`src/rtl/console_pkg.sv`:
```
// Shared constants and FSM encoding for the sys_console host sequencer.
package console_pkg;

   localparam logic [7:0] ADDR_STAT = 8'h00;
   localparam logic [7:0] ADDR_DATA = 8'h01;
   localparam logic [7:0] ADDR_CONN = 8'h06;
   localparam logic [7:0] CMD_HB    = 8'hdd;
   localparam int         STAT_AVAIL = 0;

   typedef enum logic [2:0] {
      IDLE,
      WR_CONN,
      POLL_RD,
      POLL_CAP,
      DATA_RD,
      DATA_CAP,
      DATA_OUT
   } state_t;

endpackage

```
`src/rtl/console_tick.sv`:
```
// Saturating interval timer: down-counter reloaded on clear, done at terminal count.
module console_tick #(
   parameter int CNT_W = 16,
   parameter int LIMIT = 16
) (
   input  logic clk,
   input  logic reset,
   input  logic clear,
   input  logic enable,
   output logic done
);

   localparam logic [CNT_W-1:0] LOAD = CNT_W'(LIMIT);

   logic [CNT_W-1:0] remain;

   // Stops at zero, so done stays high until the owner clears it.
   always_ff @(posedge clk) begin
      if (reset || clear)
         remain <= LOAD;
      else if (enable && (remain != '0))
         remain <= remain - CNT_W'(1);
   end

   assign done = (remain == '0);

endmodule

```
`src/rtl/console_seq.sv`:
```
// Host-side sequencer multiplexing commands, heartbeats and RSTAT/RDATA
// draining onto the single sys_console register port.
//
// state    | meaning
// IDLE     | arbitrate: command > pending heartbeat > due poll
// WR_CONN  | one-cycle write of latched byte to CONN
// POLL_RD  | read strobe to RSTAT
// POLL_CAP | sample status, start burst if data available
// DATA_RD  | read strobe to RDATA
// DATA_CAP | latch RDATA byte
// DATA_OUT | present byte on rx stream until accepted
module console_seq
   import console_pkg::*;
#(
   parameter int POLL_INTERVAL = 16,
   parameter int HB_INTERVAL   = 1000,
   parameter int MAX_BURST     = 198,
   parameter int CNT_W         = 16
) (
   input  logic       clk,
   input  logic       reset,
   input  logic       cmd_valid,
   output logic       cmd_ready,
   input  logic [7:0] cmd_data,
   input  logic       hb_enable,
   output logic [7:0] slave_address,
   output logic       slave_read,
   input  logic [7:0] slave_readdata,
   output logic       slave_write,
   output logic [7:0] slave_writedata,
   output logic       rx_valid,
   input  logic       rx_ready,
   output logic [7:0] rx_data,
   output logic       busy
);

   state_t           state, state_nx;
   logic [7:0]       wr_byte;
   logic             wr_is_hb;
   logic [7:0]       rx_byte;
   logic [CNT_W-1:0] burst_cnt;
   logic [CNT_W-1:0] burst_nx;
   logic             burst_more;
   logic             hb_pend;
   logic             hb_due;
   logic             poll_due;
   logic             cmd_take;
   logic             hb_take;
   logic             poll_start;
   logic             burst_go;

   console_tick #(.CNT_W(CNT_W), .LIMIT(POLL_INTERVAL)) u_poll_tick (
      .clk    (clk),
      .reset  (reset),
      .clear  (poll_start),
      .enable (state == IDLE),
      .done   (poll_due)
   );

   // Any CONN write, command or heartbeat, restarts the heartbeat interval.
   console_tick #(.CNT_W(CNT_W), .LIMIT(HB_INTERVAL - 1)) u_hb_tick (
      .clk    (clk),
      .reset  (reset),
      .clear  (state == WR_CONN),
      .enable (1'b1),
      .done   (hb_due)
   );

   assign burst_nx   = burst_cnt + CNT_W'(1);
   assign burst_more = (burst_nx < CNT_W'(MAX_BURST));

   always_ff @(posedge clk) begin
      if (reset)
         state <= IDLE;
      else
         state <= state_nx;
   end

   always_comb begin
      state_nx        = state;
      cmd_take        = 1'b0;
      hb_take         = 1'b0;
      poll_start      = 1'b0;
      burst_go        = 1'b0;
      slave_address   = 8'h00;
      slave_read      = 1'b0;
      slave_write     = 1'b0;
      slave_writedata = 8'h00;
      case (state)
         IDLE: begin
            if (cmd_valid) begin
               cmd_take = 1'b1;
               state_nx = WR_CONN;
            end else if (hb_pend) begin
               hb_take  = 1'b1;
               state_nx = WR_CONN;
            end else if (poll_due) begin
               poll_start = 1'b1;
               state_nx   = POLL_RD;
            end
         end
         WR_CONN: begin
            slave_write     = 1'b1;
            slave_address   = ADDR_CONN;
            slave_writedata = wr_byte;
            state_nx        = IDLE;
         end
         POLL_RD: begin
            slave_read    = 1'b1;
            slave_address = ADDR_STAT;
            state_nx      = POLL_CAP;
         end
         POLL_CAP: begin
            if (slave_readdata[STAT_AVAIL]) begin
               burst_go = 1'b1;
               state_nx = DATA_RD;
            end else begin
               state_nx = IDLE;
            end
         end
         DATA_RD: begin
            slave_read    = 1'b1;
            slave_address = ADDR_DATA;
            state_nx      = DATA_CAP;
         end
         DATA_CAP: state_nx = DATA_OUT;
         DATA_OUT: begin
            if (rx_ready)
               state_nx = burst_more ? DATA_RD : IDLE;
         end
         default: state_nx = IDLE;
      endcase
   end

   always_ff @(posedge clk) begin
      if (reset) begin
         wr_byte   <= 8'h00;
         wr_is_hb  <= 1'b0;
         rx_byte   <= 8'h00;
         burst_cnt <= '0;
         hb_pend   <= 1'b0;
      end else begin
         if (cmd_take) begin
            wr_byte  <= cmd_data;
            wr_is_hb <= 1'b0;
         end else if (hb_take) begin
            wr_byte  <= CMD_HB;
            wr_is_hb <= 1'b1;
         end
         if (burst_go)
            burst_cnt <= '0;
         else if ((state == DATA_OUT) && rx_ready)
            burst_cnt <= burst_nx;
         if (state == DATA_CAP)
            rx_byte <= slave_readdata;
         // Clear must win: the timer is still saturated during the heartbeat write.
         if (((state == WR_CONN) && wr_is_hb) || !hb_enable)
            hb_pend <= 1'b0;
         else if (hb_due)
            hb_pend <= 1'b1;
      end
   end

   assign cmd_ready = (state == IDLE) && !reset;
   assign rx_valid  = (state == DATA_OUT);
   assign rx_data   = rx_byte;
   assign busy      = (state != IDLE);

endmodule

```
`config.mk`:
```
export PLATFORM = sky130hd
export DESIGN_NAME = console_seq
export DESIGN_NICKNAME = d
export VERILOG_FILES = /design/src/rtl/console_pkg.sv /design/src/rtl/console_tick.sv /design/src/rtl/console_seq.sv
export SDC_FILE = /design/constraint.sdc
export NUM_CORES = 1
export LEC_CHECK = 0
export ABC_AREA = 1
export CAP_MARGIN = 20
export CELL_PAD_IN_SITES_DETAIL_PLACEMENT = 1
export CELL_PAD_IN_SITES_GLOBAL_PLACEMENT = 1
export CORE_MARGIN = 2
export CORE_UTILIZATION = 30
export CTS_BUF_LIST = sky130_fd_sc_hd__clkbuf_16
export CTS_CLUSTER_DIAMETER = 60
export DETAILED_ROUTE_END_ITERATION = 12
export PLACE_DENSITY_LB_ADDON = 0.1
export SLEW_MARGIN = 0
export SYNTH_ARGS = -nofsm -noshare
export SYNTH_HDL_FRONTEND = slang
export SYNTH_SLANG_ARGS = --single-unit
```
`constraint.sdc`:
```
create_clock -name clk -period 2.27 [get_ports clk]
set_input_delay 0.454 -clock clk [delete_from_list [all_inputs] [get_ports clk]]
set_output_delay 0.454 -clock clk [all_outputs]
set_load 0.02 [all_outputs]
```
After elaboration in Yosys (flattened, before gate mapping)
Cells that the tools add are included.

Bits in registers: 69. Output and inout port bits: 29. Logic and storage cells: 65.

Order comparisons: 1. Equality and inequality tests: 8. Reduce and logical (&&, ||, !) cells: 21. Muxes and demuxes: 24. Add/sub/neg operators: 3.

Operators with widths (count): logical NOT 16 bit (2); nonzero test 16 bit (2); subtractor 16 x 1 -> 16 bit (second input constant) (2); 2-to-1 mux 8 bit (3); 2-to-1 mux 3 bit (6); case mux 3 bit (6 select lines) (1); adder 16 x 1 -> 16 bit (second input constant) (1); less-than comparator 16 x 8 -> 1 bit (second input constant) (1); 2-to-1 mux 1 bit (13); == test 3 bit (second input constant) (3); OR reduction 2 bit (4); == test 3 x 2 -> 1 bit (second input constant) (2); case mux 3 bit (2 select lines) (1); logical AND 1 bit (4); != test 4 bit (second input constant) (1); == test 3 x 1 -> 1 bit (second input constant) (1); logical NOT 3 bit (1); logical OR 1 bit (3); nonzero test 3 bit (1); logical NOT 1 bit (2); != test 2 x 1 -> 1 bit (second input constant) (1); AND reduction 2 bit (1); nonzero test 2 bit (1).

Logic depth before layout (Yosys ltp)
Gate-level depths: netlist (run 1).

Word-level depth: 6. Depth in mapped cells: 14.

Modules after synthesis
From an unflattened synthesis (run 1), not the netlist that was laid out.

Cells, all modules: 612. Area total of the unflattened synthesis: 4095.2 um2.

By module, submodules not included: console_seq (sequential area each 740.7 um2, area each 2073.2 um2, instances 1, cells each 308); console_tick at u_poll_tick (sequential area each 320.3 um2, area each 1048.5 um2, instances 1, cells each 155); console_tick at u_hb_tick (sequential area each 320.3 um2, area each 973.4 um2, instances 1, cells each 149).

Worst setup path before layout (run 1)
No wires, ideal clock.

Path type: register to output. From: register state[0]. To: output port slave_writedata[0]. Buffers on the path: 0. Slack: 0.218 ns. Cell stages (with the launch flop): 5. Data arrival time: 1.598 ns. Path through: dfxtp_1 -> inv_1 -> nor3_1 -> inv_2 -> nor2_1.

Longest elaborated chain between the ends: 2.

Ends and longest elaborated chain: from (decl) (line console_seq.sv:37) `state_t state, state_nx;`; from (signal assigned) (line console_seq.sv:76) `state <= state_nx;`; == test 3 x 1 -> 1 bit (line console_seq.sv:89) `case (state)`; 2-to-1 mux 8 bit (line console_seq.sv:89); to (decl) (line console_seq.sv:30) `output logic [7:0] slave_writedata,`.

Every way passes these cells.

Final worst setup path (run 1)
From: register state[1]. To: output port slave_address[1].

Longest elaborated chain between the ends: 2. Elaborated cells on any way between the ends: 3. Those cells by class: eq/ne (2); mux (1).

Ends and longest elaborated chain: == test 3 bit / == test 3 x 1 -> 1 bit (equally long branches) (line console_seq.sv:89); case mux 3 bit (2 select lines) (*) (line console_seq.sv:89); to (decl) (line console_seq.sv:26) `output logic [7:0] slave_address,`.

Every way passes the cells marked *; elsewhere a longest branch is shown, timed or not.

==> impl_metrics.yaml, run 1 <==
run_status:
  status: "finished with violations"
  failed_checks: "DRC"
global_route:
  grt_pass1_vias: 3555
  grt_max_degree: 15
  grt_antenna_before_repair: 0
  grt_overflow_total: 0
  grt_pass1_wl_um: 17100
  grt_use_total_pct: 16.6
logic_synthesis:
  synth_top_family_by_area: "simple AND/OR/NAND/NOR gates"
  synth_compound_area_share_pct: 13.7
  synth_top_area_cell: "dfxtp_1"
  synth-adder-area-share_pct: 1.05
  netlist_instances: 524
  yosysSeqAreaShare_pct: 38.6
  synth-simple-area-share_pct: 33.2
  synth_xor_xnor_area_share_pct: 1.96
  synth_top_area_share_pct: 38.6
  synth_cell_type_count: 39
  yosys_warnings: 0
  synth_area_leaders: "dfxtp_1, nand2_1, nor2_1, inv_1, o21ai_0"
  synth-seq-cells: 69
  netlist_area_mm2: 0.00358
  syn_avg_cell_area_um2: 6.83
  synthMuxAreaShare_pct: 0
timing:
  period_needed_ps: 2150
  finalMaxSlewViolations: 0
  setup_viol: 0
  hold_ws_ps: 454
  skew_ps: 4.06
  fin_setup_tns_ps: 0
  clock.fmax_mhz: 465
  rsz0062_at_grt: "false"
  final_hold_viol_count: 0
  slew_headroom_pct: 63.1
  worst_pin_slew_ps: 551
  fin_crit_sh_pct: 94.7
detailed_routing:
  wl_um: 9720
  post_drt_via_cell_ratio: 4.77
  route.detailed.drc: 2
  ant_nets: 0
  drt_iter0_markers: 117
  firstDrtPassIters: 8
  wire_per_inst_um: 13.3
  vias: 3475
hold_path:
  hp-class: "register to register"
clock_tree:
  htree_levels: 3
  cts_tree: "done"
  numCtsBuffers: 9
  cts_hold_buf: 0
  root_buffer: "clkbuf_16"
  post_cts_buffers: 0
  clock_latency_ps: 340
  cts_sinks: 69
  clkTransAtPathRegs_ps: 60
  clockBufferDepth: 2
die:
  io_pins: 50
  start_util_pct: 31.1
  die_area_mm2: 0.0128
  core_mm2: 0.0115
  chipWidth_um: 113
  row_count: 39
  dieHeight_um: 113
placed_design:
  hpwlAfterDp_um: 7460
  gp_congestion: 0.796
  port_buffers: 44
  placed_cell_area_mm2: 0.00421
setup_path:
  end_kind: "primary output"
  crit_path_start_kind: "register"
  cp.arrival_ps: 1700
  cp.required_ps: 1820
  path_class: "register to primary output"
  crit_fanout: 5
pwr:
  power.internal_w: 0.00262
  p_sw_share_pct: 31.6
  power_frac_seq_pct: 37.2
  power_leakage_nw: 1.92
  switchingPower_w: 0.00121
  cellPowerDensity_mw_per_mm2: 847
  vdd.ir_drop.worst_uv: 468
  pwr-share-comb_pct: 23.5
  power_frac_clock_pct: 39.3
finish:
  diodes: 0
  layout_commonest_cell: "nand2_1"
  n_fill_cell: 1475
  stdcell_area_mm2: 0.00452
  drive_gt1_share_pct: 10.6
  areaGrowthSynthToFinish_pct: 26.4
  mostFrequentLayoutCells: "nand2_1, nor2_1, inv_1, dfxtp_1, clkdlybuf4s50_1"
  fin_nets: 605
flow_run:
  drv_cap: 0
-- worst max-delay path, cell delays in order, from the launching register on --
cell and delay [ps]:
dfxtp_1 310, buf_4 150, nor3_1 250, clkdlybuf4s50_1 650
-- registers in the layout, indices dropped and copies added (netlist names) --
| register | cells |
|---|---|
| burst_cnt | 16 |
| u_hb_tick.remain | 16 |
| u_poll_tick.remain | 16 |
| rx_data | 8 |
| wr_byte | 8 |
| state | 3 |
| hb_pend | 1 |
| wr_is_hb | 1 |
-- stage by stage --
stage	std cells	power [W]	utilization, %	worst slack (ps)
4_1_cts	729	0.00390	39.2	16.2
3_3_place_gp	713	0.00234	36.5	101
5_1_grt	729	0.00411	39.3	37.2
2_1_floorplan	528	0.00208	-	218
6_report	729	0.00383	39.3	120
3_5_place_dp	713	0.00237	36.5	103
-- layer usage --
layer | share of wire, % | vias up | GRT usage [%]
li1 | - | 1785 | -
met1 | 48 | 1637 | 21.0
met2 | 47 | 42 | 27.0
met3 | 3.4 | 11 | 4.98
met4 | 1.6 | 0 | 5.69
met5 | 0 | - | 0
-- cells in the mapped netlist (all sizes together) --
cell type    n
nand2      104
or2          1
nand3b       4
o211ai      12
a21oi       27
o21bai       3
a211oi       5
o31ai        1
nor3        12
conb         1
a31oi        2
dfxtp       69
nand4        6
nor2        99
clkinv       3
buf         11
nor3b        2
o221ai       1
or3          1
inv         82
xor2         6
ha           3
nand3       27
o21ai       32
xnor2        2
o41ai        1
clkbuf       2
nor4         5
-- repair_timing --
action,4_1_cts,5_1_grt
endpoints found under the hold margin,0,0
setup endpoints to repair,11,3
resized for setup,12,3
-- cells by family after synthesis --
kind of cell | after synthesis
other | 1
buffers and inverters | 98
AO/OA/AOI/OAI | 84
flip-flops | 69
AND/OR/NAND/NOR | 261
adder cells (fa/ha/maj) | 3
XOR/XNOR | 8
-- final timing paths --
check | end | slack [ps] | cells after the start | from
setup / recovery | slave_address[1] | 120 | 3 | state[1]$_SDFFE_PP0P_
hold / removal | wr_byte[0]$_SDFFE_PP0P_ | 450 | 2 | wr_byte[0]$_SDFFE_PP0P_
setup reg to reg | state[2]$_SDFFE_PP0P_ | 320 | 12 | burst_cnt[0]$_SDFFE_PP0P_
hold reg to reg | wr_byte[0]$_SDFFE_PP0P_ | 450 | 2 | wr_byte[0]$_SDFFE_PP0P_
-- power groups by stage --
stage	Combinational, W	Clock, W	Sequential [W]
finish	0.000900	0.00151	0.00143
global route	0.00104	0.00162	0.00145
CTS	0.000917	0.00156	0.00143
detailed placement	0.000919	0	0.00145
global placement	0.000898	0	0.00144
floorplan	0.000647	0	0.00144
-- final cells by class --
class / count / area [um^2] / area share (%)
timing repair buffer: 55 / 512 / 11.3
clock inverter: 7 / 90.1 / 1.99
sequential: 69 / 1380 / 30.6
inverter: 85 / 320 / 7.08
tap: 143 / 179 / 3.96
clock buffer: 9 / 225 / 4.98
multi-input combinational: 361 / 1810 / 40.1
No activity file was read; power rests on OpenSTA's default activity.
==> inputs of run 2 (changes only) <==
- CORE_UTILIZATION: 30 -> 39
- SKIP_LAST_GASP: unset -> 1
==> run 2 against run 1 <==
Effect of this change: the run now ends clean; register-to-register slack hardly changed; wire length decreased by 2.7%; sequential share of layout area is 0.81 points higher; hold slack worse by 2.9 ps; via count down 0.17%; core utilization increased by 11 points; non-clock buffer count down 2; highest routed layer unchanged; first-iteration DRC count decreased by 56%; maximum frequency shrank 2.5%; largest power group is now registers; sequential power is essentially flat; cell count is 5.1% lower; global-route usage increased by 3.8 points.
==> impl_metrics.yaml, run 2 (same netlist as run 1, synthesis figures left out) <==
die:
  start_util_pct: 40.7
  core_mm2: 0.00881
  die_area_mm2: 0.00996
  io_pins: 50
  dieHeight_um: 99.8
  chipWidth_um: 99.8
  row_count: 34
finish:
  mostFrequentLayoutCells: "nand2_1, nor2_1, inv_1, dfxtp_1, clkdlybuf4s50_1"
  largestRegisters: "burst_cnt x16, u_hb_tick.remain x16, u_poll_tick.remain x16"
  areaGrowthSynthToFinish_pct: 23.1
  layout_commonest_cell: "nand2_1"
  fin_nets: 603
  diodes: 0
  drive_gt1_share_pct: 10.1
  n_fill_cell: 1150
  fin_util_pct: 50.0
  stdcell_area_mm2: 0.00441
clock_tree:
  clock_latency_ps: 330
  numCtsBuffers: 9
  clockBufferDepth: 2
  htree_levels: 3
  cts_tree: "done"
  cts_hold_buf: 0
  root_buffer: "clkbuf_16"
  cts_sinks: 69
  clkTransAtPathRegs_ps: 50
detailed_routing:
  wl_um: 9460
  route.detailed.drc: 0
  wire_per_inst_um: 13.7
  ant_nets: 0
  post_drt_via_cell_ratio: 5.01
  drt_iter0_markers: 51
  vias: 3469
  firstDrtPassIters: 4
global_route:
  grt_antenna_before_repair: 0
  grt_use_total_pct: 20.5
  grt_pass1_vias: 3509
  grt_max_degree: 17
  grt_overflow_total: 0
  grt_pass1_wl_um: 16400
placed_design:
  placed_cell_area_mm2: 0.00415
  gp_congestion: 0.899
  place_ws_ps: 134
  port_buffers: 44
  hpwlAfterDp_um: 7330
setup_path:
  crit_path_start_kind: "register"
  path_class: "register to primary output"
  crit_fanout: 5
  cp.arrival_ps: 1750
  cp.required_ps: 1820
  end_kind: "primary output"
timing:
  period_needed_ps: 2200
  clock.fmax_mhz: 454
  skew_ps: 8.48
  fin_setup_tns_ps: 0
  setup_viol: 0
  finalMaxSlewViolations: 0
  setup_slack_ps: 65.4
  rsz0062_at_grt: "false"
  final_hold_viol_count: 0
  fin_crit_sh_pct: 97.1
pwr:
  vdd.ir_drop.worst_uv: 527
  power_leakage_nw: 1.89
  cellPowerDensity_mw_per_mm2: 808
run_status:
  status: "finished, final reports clean"
flow_run:
  drv_cap: 0
hold_path:
  hp-class: "register to register"
-- run 2: cell count changes in the layout (fill, tap and decap cells not counted) --
cell,before,now
buf_4,11,9
bufinv_16,2,0
nand2_2,9,11
clkdlybuf4s50_1,32,33
clkinv_1,3,4
clkinv_2,3,4
clkinv_4,1,0
dlygate4sd2_1,11,10
inv_1,75,76
nand2_1,93,92
nand2_4,2,1
-- run 2: layer usage --
layer,vias to the layer above,global-route usage (%),share of wire [%]
met1,1624,26.4,48
met5,-,0,0
li1,1785,-,-
met2,49,34.7,47
met4,0,5.80,1.3
met3,11,4.25,3.3
-- run 2: what timing repair did --
action	in CTS	in global routing
hold endpoints to repair	0	0
buffers inserted	0	0
setup endpoints to repair	10	2
cloned	0	0
gates resized for setup	12	2
-- run 2: area by class of cell --
class	instances	area, um^2	share of cell area, %
Clock inverter	7	33.8	0.767
Clock buffer	9	225	5.11
Inverter	85	320	7.27
Sequential cell	69	1380	31.4
Multi-Input combinational cell	361	1810	41.1
Timing Repair Buffer	53	498	11.3
Tap cell	108	135	3.07
-- run 2: critical path: stages, from the launching register on --
cell	delay [ps]
dfxtp_1	310
buf_4	160
nor2_4	140
nand2_4	90
nor2_1	110
clkdlybuf4s50_1	610
-- run 2: worst paths after layout --
kind                                          from                           endpoint  slack [ps]  depth (start not counted)
setup / recovery             state[0]$_SDFFE_PP0P_                          cmd_ready          70                          5
setup reg to reg  u_hb_tick.remain[0]$_SDFFE_PP1P_  u_hb_tick.remain[15]$_SDFFE_PP0P_         310                         13
hold reg to reg              wr_is_hb$_SDFFE_PP0P_              wr_is_hb$_SDFFE_PP0P_         450                          2
hold / removal               wr_is_hb$_SDFFE_PP0P_              wr_is_hb$_SDFFE_PP0P_         450                          2
-- run 2: report_power, final --
group	switching, W	total, W	internal, W
Combinational	0.000565	0.000886	0.000321
Clock	0.000524	0.00124	0.000721
Sequential	0.0000971	0.00143	0.00133
Total	0.00119	0.00356	0.00238
-- run 2: per-stage QoR --
step / hold WS (ps) / std cells / power (W)
finish: 451 / 692 / 0.00356
global route: 481 / 692 / 0.00379
CTS: 452 / 692 / 0.00360
detailed placement: 440 / 676 / 0.00236
global placement: 432 / 676 / 0.00232
floorplan: 422 / 528 / 0.00208
==> inputs of run 3 (changes only) <==
- CTS_BUF_LIST: sky130_fd_sc_hd__clkbuf_16 -> unset
- SLEW_MARGIN: 0 -> 25
==> run 3 against run 2 <==
Effect of this change: worst setup slack gained 83 ps; die area is the same; wire length is essentially flat; global-route usage shrank 0.18 points; maximum frequency grew 3.9%; clock skew grew 3.5 ps; critical path depth shrank 3; flip-flop and latch count is the same; hold slack lost 2.2 ps; largest cell class unchanged.
==> impl_metrics.yaml, run 3 (same netlist as run 1, synthesis figures left out) <==
setup_path:
  crit_fanout: 6
  path_class: "register to primary output"
  r2r_start: "burst_cnt[0]$_SDFFE_PP0P_"
  startpoint: "state[1]$_SDFFE_PP0P_"
  cp.required_ps: 1820
  end_kind: "primary output"
  crit_path_start_kind: "register"
  r2r_end: "state[2]$_SDFFE_PP0P_"
  rrSetupSlack_ps: 300
  cp.arrival_ps: 1670
  reg2regPathDepth: 12
die:
  io_pins: 50
  dieHeight_um: 99.8
  chipWidth_um: 99.8
  row_count: 34
  start_util_pct: 40.7
  die_area_mm2: 0.00996
  core_mm2: 0.00881
placed_design:
  place_ws_ps: 134
  hpwlAfterDp_um: 7330
  dp_cells: 676
  gp_congestion: 0.899
  port_buffers: 44
  placed_cell_area_mm2: 0.00415
clock_tree:
  cts_tree: "done"
  clkTransAtPathRegs_ps: 70
  cts_hold_buf: 0
  cts_sinks: 69
  clockBufferDepth: 2
  root_buffer: "clkbuf_8"
  numCtsBuffers: 9
  htree_levels: 3
  clock_latency_ps: 360
pwr:
  pwr-share-comb_pct: 27.3
  power_leakage_nw: 1.85
  power_frac_clock_pct: 28.7
  power.internal_w: 0.00210
  power_frac_seq_pct: 44.0
  switchingPower_w: 0.00115
  vdd.ir_drop.worst_uv: 487
  cellPowerDensity_mw_per_mm2: 752
  p_sw_share_pct: 35.3
finish:
  largestRegisters: "burst_cnt x16, u_hb_tick.remain x16, u_poll_tick.remain x16"
  diodes: 0
  areaGrowthSynthToFinish_pct: 20.8
  stdcell_count: 692
  fin_util_pct: 49.1
  drive_gt1_share_pct: 10.4
  stdcell_area_mm2: 0.00432
  layout_commonest_cell: "nand2_1"
  mostFrequentLayoutCells: "nand2_1, nor2_1, inv_1, dfxtp_1, clkdlybuf4s50_1"
  fin_nets: 603
timing:
  skew_ps: 12.0
  setup_viol: 0
  clock.fmax_mhz: 471
  final_hold_viol_count: 0
  rsz0062_at_grt: "false"
  setup_slack_ps: 148
  fin_crit_sh_pct: 93.5
  fin_setup_tns_ps: 0
  period_needed_ps: 2120
  finalMaxSlewViolations: 0
detailed_routing:
  route.detailed.drc: 0
  ant_nets: 0
  wire_per_inst_um: 13.7
  post_drt_via_cell_ratio: 4.96
  firstDrtPassIters: 4
  drt_iter0_markers: 65
  vias: 3435
  wl_um: 9460
hold_path:
  hp-start: "wr_is_hb$_SDFFE_PP0P_"
  hold_depth: 2
  hp-class: "register to register"
  hold_end: "wr_is_hb$_SDFFE_PP0P_"
global_route:
  grt_antenna_before_repair: 0
  grt_pass1_vias: 3545
  grt_max_degree: 17
  grt_overflow_total: 0
  grt_pass1_wl_um: 16300
  grt_use_total_pct: 20.3
flow_run:
  drv_cap: 0
run_status:
  status: "finished, final reports clean"
[run 3: metrics by stage]
step	total power, W	hold WS [ps]
after detailed placement	0.00236	440
after CTS	0.00329	451
after global routing	0.00347	484
final	0.00325	449
after global placement	0.00232	432
after floorplan	0.00208	422
[run 3: worst max-delay path by stage]
| stage | endpoint | cells past startpoint |
|---|---|---|
| final | slave_address[2] | 2 |
| after global routing | slave_read | 7 |
| after CTS | cmd_ready | 5 |
| after detailed placement | cmd_ready | 3 |
| after global placement | cmd_ready | 3 |
| after floorplan | slave_writedata[0] | 4 |
[run 3: area by class of cell]
class	instances	area (um^2)
multi-input cells	361	1810
clock inverters	4	22.5
well taps	108	135
repair buffers	53	497
flip-flops and latches	69	1380
clock buffers	12	155
fillers	1173	4480
inverters	85	320
[run 3: what timing repair did]
item / in CTS / in global routing
buffers inserted: 0 / 0
endpoints found under the hold margin: 0 / 0
endpoints found under the setup margin: 11 / 2
gates cloned: 0 / 0
resized for setup: 13 / 2
[run 3: layer usage]
layer	share of wire (%)	global-route usage, %
met1	48	26.2
met2	48	34.7
met3	3.3	2.99
met5	0	0
met4	1.5	6.95
[run 3: power groups by stage]
stage               logic, W  registers (W)  clock network, W
detailed placement  0.000904        0.00145                 0
finish              0.000887        0.00143          0.000933
global route         0.00102        0.00145           0.00101
global placement    0.000873        0.00145                 0
floorplan           0.000647        0.00144                 0
CTS                 0.000902        0.00143          0.000960
[run 3: critical path: stages, from the launching register on]
cell	delay [ps]
dfxtp_1	380
nor3_1	280
clkdlybuf4s50_1	660
